$ cat config.mk
export PLATFORM = sky130hd
export DESIGN_NAME = rf_dump
export DESIGN_NICKNAME = d
export VERILOG_FILES = /design/src/rtl/rf_dump_pkg.sv /design/src/rtl/rf_dump.sv
export SDC_FILE = /design/constraint.sdc
export NUM_CORES = 1
export LEC_CHECK = 0
export CORE_ASPECT_RATIO = 1.4
export CORE_MARGIN = 2
export CORE_UTILIZATION = 44
export DETAILED_ROUTE_END_ITERATION = 10
export PLACE_DENSITY_LB_ADDON = 0.1
export SLEW_MARGIN = 20
export SYNTH_ARGS = -nofsm -noshare
export SYNTH_HDL_FRONTEND = slang
export SYNTH_SLANG_ARGS = --single-unit
export TNS_END_PERCENT = 20
$ cat constraint.sdc
create_clock -name clk -period 3.6 [get_ports clk]
set_clock_uncertainty 0.15 [all_clocks]
set_input_delay 0.72 -clock clk [delete_from_list [all_inputs] [get_ports clk]]
set_output_delay 0.72 -clock clk [all_outputs]
set_load 0.02 [all_outputs]
$ cat src/rtl/rf_dump_pkg.sv
// Shared register-file constants and the dump FSM state type.
package rf_dump_pkg;

    localparam int RF_ADDR_W = 5;
    localparam int RF_DATA_W = 32;

    typedef enum logic [1:0] {
        ST_IDLE = 2'd0,
        ST_READ = 2'd1,
        ST_SEND = 2'd2,
        ST_DONE = 2'd3
    } state_e;

endpackage

$ cat src/rtl/rf_dump.sv
// rf_dump: walks register-file addresses 0..NREG-1 through the debug read
// port and streams each captured value out over a valid/ready channel.
//
// Output handshake: a word transfers on a rising clk edge where out_valid and
// out_ready are both high. Once out_valid rises, out_valid, out_data and
// out_addr stay stable until that transfer; only abort or rst may withdraw
// the word early. The producer never waits on out_ready before asserting
// out_valid.
module rf_dump
    import rf_dump_pkg::*;
#(
    parameter int NREG = 32
) (
    input  logic                 clk,
    input  logic                 rst,
    input  logic                 start,
    input  logic                 abort,
    output logic                 busy,
    output logic                 done,
    output logic [RF_ADDR_W-1:0] rs_debug,
    input  logic [RF_DATA_W-1:0] debug_rf,
    input  logic                 rf_we,
    input  logic [RF_ADDR_W-1:0] rf_rd,
    input  logic [RF_DATA_W-1:0] rf_wdata,
    output logic                 out_valid,
    input  logic                 out_ready,
    output logic [RF_ADDR_W-1:0] out_addr,
    output logic [RF_DATA_W-1:0] out_data,
    output logic                 out_last,
    output logic [1:0]           dbg_state
);

    localparam logic [RF_ADDR_W-1:0] LAST_ADDR = RF_ADDR_W'(NREG - 1);

    state_e                 state_q, state_d;
    logic [RF_ADDR_W-1:0]   addr_q, addr_d;
    logic                   out_valid_q, out_valid_d;
    logic [RF_ADDR_W-1:0]   out_addr_q, out_addr_d;
    logic [RF_DATA_W-1:0]   out_data_q, out_data_d;

    // A write landing on the address being read in the same cycle would be
    // missed by the asynchronous read port, so forward it. Register 0 is
    // hardwired to zero in the register file and is never forwarded.
    logic                   bypass;
    assign bypass = rf_we && (rf_rd == addr_q) && (rf_rd != '0);

    // State and datapath registers; rst clears everything from any state.
    always_ff @(posedge clk) begin
        if (rst) begin
            state_q     <= ST_IDLE;
            addr_q      <= '0;
            out_valid_q <= 1'b0;
            out_addr_q  <= '0;
            out_data_q  <= '0;
        end else begin
            state_q     <= state_d;
            addr_q      <= addr_d;
            out_valid_q <= out_valid_d;
            out_addr_q  <= out_addr_d;
            out_data_q  <= out_data_d;
        end
    end

    // Next-state logic; abort beats start in IDLE and beats a handshake in SEND.
    always_comb begin
        state_d     = state_q;
        addr_d      = addr_q;
        out_valid_d = out_valid_q;
        out_addr_d  = out_addr_q;
        out_data_d  = out_data_q;
        unique case (state_q)
            ST_IDLE: begin
                if (start && !abort) begin
                    addr_d  = '0;
                    state_d = ST_READ;
                end
            end
            ST_READ: begin
                if (abort) begin
                    state_d     = ST_IDLE;
                    addr_d      = '0;
                    out_valid_d = 1'b0;
                end else begin
                    out_data_d  = bypass ? rf_wdata : debug_rf;
                    out_addr_d  = addr_q;
                    out_valid_d = 1'b1;
                    state_d     = ST_SEND;
                end
            end
            ST_SEND: begin
                if (abort) begin
                    state_d     = ST_IDLE;
                    addr_d      = '0;
                    out_valid_d = 1'b0;
                end else if (out_valid_q && out_ready) begin
                    out_valid_d = 1'b0;
                    if (addr_q == LAST_ADDR) begin
                        state_d = ST_DONE;
                    end else begin
                        addr_d  = addr_q + 1'b1;
                        state_d = ST_READ;
                    end
                end
            end
            ST_DONE: begin
                // Leaves after one cycle whether or not abort is high.
                state_d = ST_IDLE;
                addr_d  = '0;
            end
            default: begin
                state_d     = ST_IDLE;
                addr_d      = '0;
                out_valid_d = 1'b0;
            end
        endcase
    end

    assign busy      = (state_q != ST_IDLE);
    assign done      = (state_q == ST_DONE);
    assign rs_debug  = addr_q;
    assign out_valid = out_valid_q;
    assign out_addr  = out_addr_q;
    assign out_data  = out_data_q;
    assign out_last  = out_valid_q && (out_addr_q == LAST_ADDR);
    assign dbg_state = state_q;

endmodule

==> flow_summary.ini <==
[yosys]
synth.area.top_cells = dfxtp_1, o31ai_1, or4b_1, a311oi_1, nor2_1
netlist_instances = 296
synth_top_family_by_area = compound AO/OA/AOI/OAI gates
synthArstFlopShare_pct = 0
synth_cell_types = 35
avgSynthCellArea_sq_um = 8.37
yosys_warnings = 0
synth.area.mux_share_pct = 0
synth_top_area_cell = dfxtp_1
synth_top_area_share_pct = 36.4
synth-main-ff-cell = dfxtp_1
yosysSeqAreaShare_pct = 36.4
synth_simple_gate_area_share_pct = 25.6
ys_ff_latch = 45
synthAdderAreaFrac_pct = 1.01
synth-compound-area-share_pct = 29.1
synth_xor_xnor_area_share_pct = 1.72
syn_nets = 373
synth-edff-count = 0
syn_area_sq_mm = 0.00248

[global_routing]
grt_usage_pct = 23.2
antenna_found_initial = 0
grt_pass1_wl_um = 11500
grt_pass1_vias = 2426
gr-total-overflow = 0
grt_max_degree = 57

[sta]
max_clock_freq_mhz = 363
fin_crit_ps = 2750
finalHoldViolations = 0
rsz0062_at_grt = no
maxSlewHeadroom_pct = 41.9
tns_ps = 0
max_slew.worst_pin.slew_ps = 872
setup_violations = 0
hold_slack_ps = 339
timing.final.crit_share_pct = 76.5
slew_violations = 0

[worst_setup_path]
crit_path_start_kind = input pin
path_class = in2reg
crit_required_ps = 3640
cp-end-kind = flop
cp_slowest_stage_delay_ps = 500
timing.rr.start = rs_debug[1]$_SDFFE_PP0P_
crit_fanout = 51
ff2ff_setup_slack_ps = 1300
crit_chain = clkdlybuf4s50_1 > xnor2_2 > nand2_1 > buf_4 > or4b_1 > a311oi_1
critPathLaunch = rf_rd[1]
worstPathArrival_ps = 2800
cp_slowest_cell = or4b_1

[floorplan]
rows = 32
start_util_pct = 45.1
die-area_sq_mm = 0.00625
fp.dieH_um = 92.8
die_w_um = 67.4
core_sq_mm = 0.00549
io_pins = 123

[run_status]
status = completed

[drt]
totalWireLength_um = 7170
viasPerCell = 5.75
dr.pass1.iters = 4
postRouteAntennaNets = 0
drc = 0
vias = 2666
first_iter_violations = 236
wl_per_cell_um = 15.5

[clock_network]
path_clk_slew_ps = 90
cts_max_path_buffers = 2
cts-root-buf = clkbuf_8
clk_latency_ps = 290
post_cts_buffers = 0
cts_resized = 0
cts_hold_buf = 0
numClockSinks = 45
cts_tree = built
h-tree-depth = 2
cts_buffers = 5

[cells_and_area]
fill_cells = 471
drive_gt1_share_pct = 5.30
syn_to_final_growth_pct = 52.7
final_common_cell = clkdlybuf4s50_1
antenna_cells = 0
finalNetCount = 472
most-common-layout-cells = clkdlybuf4s50_1, dfxtp_1, nor2_1

[pwr]
p_leak_nw = 1.25
power_density_mw_per_mm2 = 302
vdd_drop_max_v = 0.000235

[run]
max_cap_violations = 0

[min_path]
min-delay-start = out_addr[1]$_SDFFE_PP0P_
hold_path_class = reg2reg

[place]
place_congestion = 0.788
io_buffers = 122
dp_hpwl_um = 4880
## power breakdown
part           total, mW  leakage (nW)  switching [mW]  internal [mW]
Combinational      0.230         0.830           0.104          0.126
Sequential         0.520         0.365         0.00907          0.511
Clock              0.390        0.0543           0.182          0.208
Total               1.14          1.25           0.295          0.845
## layout make-up
| cell class | count | area, sq um | area share, % |
|---|---|---|---|
| multi-input cells | 216 | 1430 | 37.8 |
| repair buffers | 126 | 1250 | 33.0 |
| flip-flops and latches | 45 | 901 | 23.8 |
| well taps | 68 | 85.1 | 2.25 |
| clock buffers | 5 | 68.8 | 1.82 |
| clock inverters | 3 | 46.3 | 1.22 |
| inverters | 1 | 3.75 | 0.0993 |
## sequential cells by signal, summed over array words and instances, names as in the netlist
register,cells
out_data,32
out_addr,5
rs_debug,5
dbg_state,2
out_valid,1
## cell usage after synthesis, types with 3 or more instances
cell type,count
clkbuf_1,22
a21oi_1,12
buf_2,7
dfxtp_1,45
o21ai_0,5
nand2_1,16
and3_1,16
nand3_1,3
or3_1,3
a311oi_1,19
o31ai_1,33
buf_1,3
or4b_1,19
nor2_1,37
xnor2_1,3
a31oi_1,14
a211oi_1,14
## through the flow
step | power (mW) | setup slack (ps) | util (%) | cells | cell area (sq um)
finish | 1.14 | 847 | 68.9 | 464 | 3780
global route | 1.19 | 717 | 68.9 | 464 | 3780
CTS | 1.15 | 850 | 68.9 | 464 | 3780
detailed placement | 0.763 | 549 | 66.8 | 456 | 3670
global placement | 0.759 | 627 | 66.8 | 456 | 3670
floorplan | 0.639 | 1350 | - | 296 | 2480
## worst max-delay path: cells and delay by family
kind / cells / cell delay, ps
AOI/OAI and AO/OA: 1 / 290
xor gates and xnor gates: 1 / 420
buffers and inverters: 2 / 740
and+or+nand+nor: 2 / 600
## cells by family after synthesis
| group | after synthesis |
|---|---|
| AOI/OAI and AO/OA | 100 |
| xor gates and xnor gates | 4 |
| adders and majority gates | 2 |
| buffers and inverters | 35 |
| DFF | 45 |
| and+or+nand+nor | 110 |
## path summary, 6_finish.rpt
check	end	cells after the start
hold / removal	out_addr[1]$_SDFFE_PP0P_	2
hold reg to reg	out_addr[1]$_SDFFE_PP0P_	2
setup reg to reg	out_data[25]$_SDFFE_PP0P_	5
setup / recovery	out_data[25]$_SDFFE_PP0P_	6
## routing by layer
layer | wire [um] | GRT usage (%) | up-vias
met5 | 0 | 0 | -
met4 | 65 | 6.80 | 0
met3 | 504 | 5.47 | 5
met2 | 3660 | 38.9 | 84
met1 | 2940 | 29.0 | 1241
li1 | - | - | 1336
No activity file was read; power rests on OpenSTA's default activity.
